File: src/rtl/flash_copy_pkg.sv
// Shared definitions for the flash-to-blockram copy engine: FSM states,
// configuration register selects and the flash wait timeout length.
package flash_copy_pkg;

  typedef enum logic [1:0] {
    ST_IDLE  = 2'd0,
    ST_ISSUE = 2'd1,
    ST_WAIT  = 2'd2,
    ST_WRITE = 2'd3
  } state_e;

  localparam logic [1:0] SEL_SRC  = 2'd0;
  localparam logic [1:0] SEL_DST  = 2'd1;
  localparam logic [1:0] SEL_LEN  = 2'd2;
  localparam logic [1:0] SEL_CTRL = 2'd3;

  localparam int TIMEOUT_CYCLES = 1023;

endpackage

File: src/rtl/flash_copy_if.sv
// Bundles the copy engine's register, status, flash-reader, CPU-store and
// blockram write-port signals; the engine is the slave side.
interface flash_copy_if #(
  parameter int RAM_AW = 9
);
  logic              cfg_we;
  logic [1:0]        cfg_sel;
  logic [31:0]       cfg_wdata;
  logic              busy;
  logic              done;
  logic              error;
  logic              flash_req;
  logic [21:0]       flash_addr;
  logic              flash_busy;
  logic [31:0]       flash_rdata;
  logic              cpu_we;
  logic [3:0]        cpu_be;
  logic [RAM_AW-1:0] cpu_addr;
  logic [31:0]       cpu_wdata;
  logic              ram_we;
  logic [3:0]        ram_be;
  logic [RAM_AW-1:0] ram_addr;
  logic [31:0]       ram_wdata;

  modport master (
    output cfg_we, cfg_sel, cfg_wdata, flash_busy, flash_rdata,
           cpu_we, cpu_be, cpu_addr, cpu_wdata,
    input  busy, done, error, flash_req, flash_addr,
           ram_we, ram_be, ram_addr, ram_wdata
  );

  modport slave (
    input  cfg_we, cfg_sel, cfg_wdata, flash_busy, flash_rdata,
           cpu_we, cpu_be, cpu_addr, cpu_wdata,
    output busy, done, error, flash_req, flash_addr,
           ram_we, ram_be, ram_addr, ram_wdata
  );
endinterface

File: src/rtl/ram_port_mux.sv
// CPU-priority 2:1 mux for the blockram write port. The CPU always wins;
// o_grant tells the copy engine its write was accepted this cycle.
module ram_port_mux #(
  parameter int AW = 9
) (
  input  logic          i_cpu_we,
  input  logic [3:0]    i_cpu_be,
  input  logic [AW-1:0] i_cpu_addr,
  input  logic [31:0]   i_cpu_wdata,
  input  logic          i_eng_we,
  input  logic [AW-1:0] i_eng_addr,
  input  logic [31:0]   i_eng_wdata,
  output logic          o_ram_we,
  output logic [3:0]    o_ram_be,
  output logic [AW-1:0] o_ram_addr,
  output logic [31:0]   o_ram_wdata,
  output logic          o_grant
);

  // Idle port still mirrors the CPU bus so only ram_we distinguishes a write.
  always_comb begin
    o_ram_we    = i_cpu_we;
    o_ram_be    = i_cpu_be;
    o_ram_addr  = i_cpu_addr;
    o_ram_wdata = i_cpu_wdata;
    if (!i_cpu_we && i_eng_we) begin
      o_ram_we    = 1'b1;
      o_ram_be    = 4'hF;
      o_ram_addr  = i_eng_addr;
      o_ram_wdata = i_eng_wdata;
    end
  end

  assign o_grant = !i_cpu_we;

endmodule

File: src/rtl/flash_copy_ctrl.sv
// Copies LEN words from the SPI flash reader into blockram, yielding the RAM
// port to CPU stores. Define FLASH_COPY_TIMEOUT_EN to bound the flash wait.
module flash_copy_ctrl
  import flash_copy_pkg::*;
#(
  parameter int RAM_AW = 9,
  parameter int LEN_W  = 8
) (
  input logic         clk,
  input logic         reset,
  flash_copy_if.slave io_bus
);

  state_e             r_state;
  state_e             w_state_nxt;
  logic [21:0]        r_src;
  logic [RAM_AW-1:0]  r_dst;
  logic [LEN_W-1:0]   r_len;
  logic               r_done;
  logic               r_seen_busy;
  logic [31:0]        r_word;

  logic               w_grant;
  logic               w_busy;
  logic               w_flash_req;
  logic               w_eng_we;
  logic               w_cfg_idle;
  logic               w_start;
  logic               w_fetch_done;
  logic               w_word_done;
  logic               w_last;
  logic               w_timeout;
  logic [LEN_W-1:0]   w_len_dec;

  assign w_cfg_idle   = io_bus.cfg_we && (r_state == ST_IDLE);
  assign w_start      = w_cfg_idle && (io_bus.cfg_sel == SEL_CTRL) && io_bus.cfg_wdata[0];
  assign w_fetch_done = (r_state == ST_WAIT) && r_seen_busy && !io_bus.flash_busy;
  assign w_word_done  = (r_state == ST_WRITE) && w_grant;
  assign w_len_dec    = r_len - LEN_W'(1);
  assign w_last       = (w_len_dec == '0);

`ifdef FLASH_COPY_TIMEOUT_EN
  logic [9:0] r_tmo_cnt;
  logic       r_error;

  always_ff @(posedge clk) begin
    if (reset || (r_state != ST_WAIT)) r_tmo_cnt <= '0;
    else                               r_tmo_cnt <= r_tmo_cnt + 10'd1;
  end

  // Fires on the last of TIMEOUT_CYCLES wait cycles unless the word arrives then.
  assign w_timeout = (r_state == ST_WAIT) && !w_fetch_done &&
                     (r_tmo_cnt == 10'(TIMEOUT_CYCLES - 1));

  always_ff @(posedge clk) begin
    if (reset)          r_error <= 1'b0;
    else if (w_start)   r_error <= 1'b0;
    else if (w_timeout) r_error <= 1'b1;
  end

  assign io_bus.error = r_error;
`else
  assign w_timeout    = 1'b0;
  assign io_bus.error = 1'b0;
`endif

  always_ff @(posedge clk) begin
    if (reset) r_state <= ST_IDLE;
    else       r_state <= w_state_nxt;
  end

  always_comb begin
    w_state_nxt = r_state;
    w_busy      = 1'b1;
    w_flash_req = 1'b0;
    w_eng_we    = 1'b0;
    case (r_state)
      ST_IDLE: begin
        w_busy = 1'b0;
        if (w_start && (r_len != '0)) w_state_nxt = ST_ISSUE;
      end
      ST_ISSUE: begin
        w_flash_req = 1'b1;
        w_state_nxt = ST_WAIT;
      end
      ST_WAIT: begin
        if (w_fetch_done)   w_state_nxt = ST_WRITE;
        else if (w_timeout) w_state_nxt = ST_IDLE;
      end
      ST_WRITE: begin
        w_eng_we = 1'b1;
        if (w_grant) w_state_nxt = w_last ? ST_IDLE : ST_ISSUE;
      end
      default: w_state_nxt = ST_IDLE;
    endcase
  end

  // Register file, flash handshake tracking and per-word address advance.
  always_ff @(posedge clk) begin
    if (reset) begin
      r_src       <= '0;
      r_dst       <= '0;
      r_len       <= '0;
      r_done      <= 1'b0;
      r_seen_busy <= 1'b0;
      r_word      <= '0;
    end else begin
      if (w_cfg_idle) begin
        case (io_bus.cfg_sel)
          SEL_SRC: r_src <= io_bus.cfg_wdata[21:0];
          SEL_DST: r_dst <= io_bus.cfg_wdata[RAM_AW-1:0];
          SEL_LEN: r_len <= io_bus.cfg_wdata[LEN_W-1:0];
          default: if (io_bus.cfg_wdata[0]) r_done <= (r_len == '0);
        endcase
      end
      if (r_state == ST_ISSUE)                           r_seen_busy <= 1'b0;
      else if ((r_state == ST_WAIT) && io_bus.flash_busy) r_seen_busy <= 1'b1;
      if (w_fetch_done) r_word <= io_bus.flash_rdata;
      if (w_word_done) begin
        r_src <= r_src + 22'd4;
        r_dst <= r_dst + RAM_AW'(4);
        r_len <= w_len_dec;
        if (w_last) r_done <= 1'b1;
      end
      if (w_timeout) r_done <= 1'b0;
    end
  end

  ram_port_mux #(
    .AW(RAM_AW)
  ) u_ram_port_mux (
    .i_cpu_we   (io_bus.cpu_we),
    .i_cpu_be   (io_bus.cpu_be),
    .i_cpu_addr (io_bus.cpu_addr),
    .i_cpu_wdata(io_bus.cpu_wdata),
    .i_eng_we   (w_eng_we),
    .i_eng_addr ({r_dst[RAM_AW-1:2], 2'b00}),
    .i_eng_wdata(r_word),
    .o_ram_we   (io_bus.ram_we),
    .o_ram_be   (io_bus.ram_be),
    .o_ram_addr (io_bus.ram_addr),
    .o_ram_wdata(io_bus.ram_wdata),
    .o_grant    (w_grant)
  );

  assign io_bus.busy       = w_busy;
  assign io_bus.done       = r_done;
  assign io_bus.flash_req  = w_flash_req;
  assign io_bus.flash_addr = {r_src[21:2], 2'b00};

endmodule

File: src/flat_wrapper.sv
// flat-port wrapper written by rule: the top's interface ports become plain ports
module flash_copy_ctrl_flat import flash_copy_pkg::*;
#(
  parameter int RAM_AW = 9,
  parameter int LEN_W  = 8
)
  (clk, reset, io_bus_cfg_we, io_bus_cfg_sel, io_bus_cfg_wdata, io_bus_flash_busy, io_bus_flash_rdata, io_bus_cpu_we, io_bus_cpu_be, io_bus_cpu_addr, io_bus_cpu_wdata, io_bus_busy, io_bus_done, io_bus_error, io_bus_flash_req, io_bus_flash_addr, io_bus_ram_we, io_bus_ram_be, io_bus_ram_addr, io_bus_ram_wdata);
  flash_copy_if #(.RAM_AW(RAM_AW)) io_bus_i ();
  input logic clk;
  input logic reset;
  input wire logic [$bits(io_bus_i.cfg_we)-1:0] io_bus_cfg_we;
  input wire logic [$bits(io_bus_i.cfg_sel)-1:0] io_bus_cfg_sel;
  input wire logic [$bits(io_bus_i.cfg_wdata)-1:0] io_bus_cfg_wdata;
  input wire logic [$bits(io_bus_i.flash_busy)-1:0] io_bus_flash_busy;
  input wire logic [$bits(io_bus_i.flash_rdata)-1:0] io_bus_flash_rdata;
  input wire logic [$bits(io_bus_i.cpu_we)-1:0] io_bus_cpu_we;
  input wire logic [$bits(io_bus_i.cpu_be)-1:0] io_bus_cpu_be;
  input wire logic [$bits(io_bus_i.cpu_addr)-1:0] io_bus_cpu_addr;
  input wire logic [$bits(io_bus_i.cpu_wdata)-1:0] io_bus_cpu_wdata;
  output wire logic [$bits(io_bus_i.busy)-1:0] io_bus_busy;
  output wire logic [$bits(io_bus_i.done)-1:0] io_bus_done;
  output wire logic [$bits(io_bus_i.error)-1:0] io_bus_error;
  output wire logic [$bits(io_bus_i.flash_req)-1:0] io_bus_flash_req;
  output wire logic [$bits(io_bus_i.flash_addr)-1:0] io_bus_flash_addr;
  output wire logic [$bits(io_bus_i.ram_we)-1:0] io_bus_ram_we;
  output wire logic [$bits(io_bus_i.ram_be)-1:0] io_bus_ram_be;
  output wire logic [$bits(io_bus_i.ram_addr)-1:0] io_bus_ram_addr;
  output wire logic [$bits(io_bus_i.ram_wdata)-1:0] io_bus_ram_wdata;
  assign io_bus_i.cfg_we = io_bus_cfg_we;
  assign io_bus_i.cfg_sel = io_bus_cfg_sel;
  assign io_bus_i.cfg_wdata = io_bus_cfg_wdata;
  assign io_bus_i.flash_busy = io_bus_flash_busy;
  assign io_bus_i.flash_rdata = io_bus_flash_rdata;
  assign io_bus_i.cpu_we = io_bus_cpu_we;
  assign io_bus_i.cpu_be = io_bus_cpu_be;
  assign io_bus_i.cpu_addr = io_bus_cpu_addr;
  assign io_bus_i.cpu_wdata = io_bus_cpu_wdata;
  assign io_bus_busy = io_bus_i.busy;
  assign io_bus_done = io_bus_i.done;
  assign io_bus_error = io_bus_i.error;
  assign io_bus_flash_req = io_bus_i.flash_req;
  assign io_bus_flash_addr = io_bus_i.flash_addr;
  assign io_bus_ram_we = io_bus_i.ram_we;
  assign io_bus_ram_be = io_bus_i.ram_be;
  assign io_bus_ram_addr = io_bus_i.ram_addr;
  assign io_bus_ram_wdata = io_bus_i.ram_wdata;
  flash_copy_ctrl #(.RAM_AW(RAM_AW), .LEN_W(LEN_W)) u_core (.clk(clk), .reset(reset), .io_bus(io_bus_i));
endmodule
File: config.mk
export PLATFORM = sky130hd
export DESIGN_NAME = flash_copy_ctrl_flat
export DESIGN_NICKNAME = d
export VERILOG_FILES = /design/src/rtl/flash_copy_pkg.sv /design/src/rtl/flash_copy_if.sv /design/src/rtl/ram_port_mux.sv /design/src/rtl/flash_copy_ctrl.sv /design/src/flat_wrapper.sv
export SDC_FILE = /design/constraint.sdc
export NUM_CORES = 1
export LEC_CHECK = 0
export BUFFER_PORTS_ARGS = -buffer_cell sky130_fd_sc_hd__buf_2
export CAP_MARGIN = 20
export CORE_ASPECT_RATIO = 0.75
export CORE_MARGIN = 10
export CORE_UTILIZATION = 25
export DETAILED_ROUTE_END_ITERATION = 10
export GPL_ROUTABILITY_DRIVEN = 0
export SYNTH_ARGS = -nofsm -noshare
export SYNTH_HDL_FRONTEND = slang
export SYNTH_SLANG_ARGS = --single-unit
File: constraint.sdc
create_clock -name clk -period 2.4 [get_ports clk]
set_clock_uncertainty 0.15 [all_clocks]
set_input_delay 0.48 -clock clk [delete_from_list [all_inputs] [get_ports clk]]
set_output_delay 0.48 -clock clk [all_outputs]
set_load 0.05 [all_outputs]
==> metrics <==
chip height 128.8 um; Final Setup Violations 0; Synth Area in Adders 3.169%; drt via density 4.615; Die Wd 165.1 um; total CTS buffers 9; Final ANT Viol Nets 0; Pre-antenna DRT Iters 4; top cells by count, synth 221 x nand2_1, 71 x dfxtp_1, 50 x a21oi_1; final net count 876; Clock Sinks 71; cell taking the most area after synthesis dfxtp_1; CTS Root Cell clkbuf_16; First DRT Iteration DRCs 271; largest family of logic cells by synthesized area simple AND/OR/NAND/NOR gates; status finished clean; Buffers on Ports 174; WP data required 1770 ps; #FFs+latches synth 71; max cap viols 0; Cell variety after synth 59; Sum Neg Setup Slack 0 ps; Ys Warns 0; first-pass GRT wire length 22290 um; RSZ-0062 raised after global routing true; mux contribution to synthesized area 0.8238%; CTS H-Tree Depth 3; leakage power 2.450 nW; top-area cell type share of the netlist area 35.99%; Reg clk slew, reported paths 60 ps; die footprint 0.02127 mm2; XOR/XNOR share of the synthesized area 0.2218%; Worst Hold Class in -> reg; gr usage total 12.83%; register area share after synthesis 35.99%; WL final 14220 um; share of cells above drive strength 1 36.07%; # rows 39; Worst-Skew Late Latency 320 ps; Initial Util 25.69%; DP Wirelength 10930 um; CTS tree built; max-slew violations 0; fin crit period 2362 ps; largest net degree at the start of global routing 42; crit path max fanout 16; startpoint types register; pwr dens 599.7 mW/mm2; Bufs on Longest Clock Path 2; final hold viol count 0; Synth Instances 576; prevailing post-synth register cell dfxtp_1; Synth Area in Simple Gates 37.07%; Post-Syn Area 0.003949 mm2; CP arrival 1730 ps; post-layout util 37.20%; most common cell in the netlist nand2_1; maximum VDD drop 0.0003162 V; grt ovf 0; Avg WL per Cell 14.81 um; crit share post-route 98.42%; syn_area_per_cell 6.856 um2; I/O Pins 188; crit path kind reg -> out; initial antenna violation count 1; Synth Area in Compound Gates 16.95%; number of enable flip-flop cells after synthesis 0; area growth from synthesis to layout 44.80%; Fmax 423.3 MHz; number of remaining DRC errors 0; fraction of registers with async set/reset 0%; critical path endpoint category output pin; top cells by area, synth dfxtp_1 36%, nand2_1 21%, a21oi_1 6.3%; hold buffers post-CTS 0; total number of vias 4430; core area 0.01537 mm2; number of global-route vias before repair 4274
==> through the flow <==
stage	worst slack, ps	hold slack, ps	cells	total power, mW	area, um2
floorplan	47.27	286.6	578	1.933	4061
global placement	171.4	292.6	942	2.194	5219
detailed placement	156.9	297.2	942	2.197	5219
CTS	-26.99	222.2	959	3.476	5677
global route	-49.85	227.3	959	3.622	5715
finish	37.86	239.1	960	3.429	5718
==> power by group <==
part,leakage [nW],internal [mW],switching [mW]
clock network,0.131,0.717,0.494
logic,1.74,0.314,0.598
registers,0.577,1.24,0.0691
total,2.45,2.27,1.16
==> timing repair <==
item	4_1_cts	5_1_grt
gates cloned	1	0
endpoints found under the setup margin	42	33
buffers inserted	1	0
gates resized for setup	52	12
==> worst max-delay path: stages, from the launching register on <==
cell	delay, ps
dfxtp_4	380
ha_4	160
nor2b_4	210
bufbuf_16	320
nand2_1	70
nand2_2	60
buf_4	190
==> cell families after synthesis <==
group                    count (synthesis)
adder cells (fa/ha/maj)                 10
other                                    1
multiplexers                             3
AO/OA/AOI/OAI                          108
XOR/XNOR                                 1
AND/OR/NAND/NOR                        337
buffers and inverters                   45
flip-flops                              71
==> worst paths after layout <==
| kind | end | slack, ps | cells past startpoint | startpoint |
|---|---|---|---|---|
| max | io_bus_ram_wdata[31] | 40 | 6 | u_core.r_state[0] |
| min reg2reg | u_core.r_word[25] | 300 | 2 | u_core.r_word[25] |
| max reg2reg | u_core.r_src[18] | 260 | 7 | u_core.r_state[0] |
| min | u_core.r_src[16] | 240 | 3 | io_bus_cfg_wdata[16] |
==> placed cells by master, fill, tap and decap left out, drive strengths merged, types with 6 or more instances in the layout <==
cell type / netlist / routed
inv: 8 / 8
clkbuf: 23 / 13
a211oi: 7 / 7
o21ai: 11 / 11
nor3: 15 / 15
nor2: 39 / 39
buf: 14 / 195
a21oi: 50 / 50
nand2b: 6 / 6
nand3: 19 / 19
dfxtp: 71 / 71
ha: 10 / 10
nand2: 222 / 222
a31oi: 9 / 9
or3: 7 / 7
==> registers in the layout (all words and copies together) (netlist names) <==
register / count
u_core.r_word: 32
u_core.r_src: 20
u_core.r_len: 8
u_core.r_dst: 7
u_core.r_state: 2
u_core.io_bus.done: 1
u_core.r_seen_busy: 1
==> final cells by class <==
class | instances | area (um2)
fillers | 1672 | 9653
multi-input cells | 462 | 2437
flip-flops and latches | 71 | 1431
repair buffers | 198 | 1295
well taps | 205 | 256.5
clock buffers | 11 | 242.7
inverters | 8 | 30.03
clock inverters | 4 | 22.52
diodes | 1 | 2.502
==> metal layers <==
metal	global-route usage (%)	vias to the layer above	part of all wire (%)
met5	0	-	0
met4	1.871	0	0.16
met3	4.557	2	8.4
met2	19.70	121	44
met1	17.24	2009	47
li1	-	2298	-
Power figures use the tool's default switching activity.
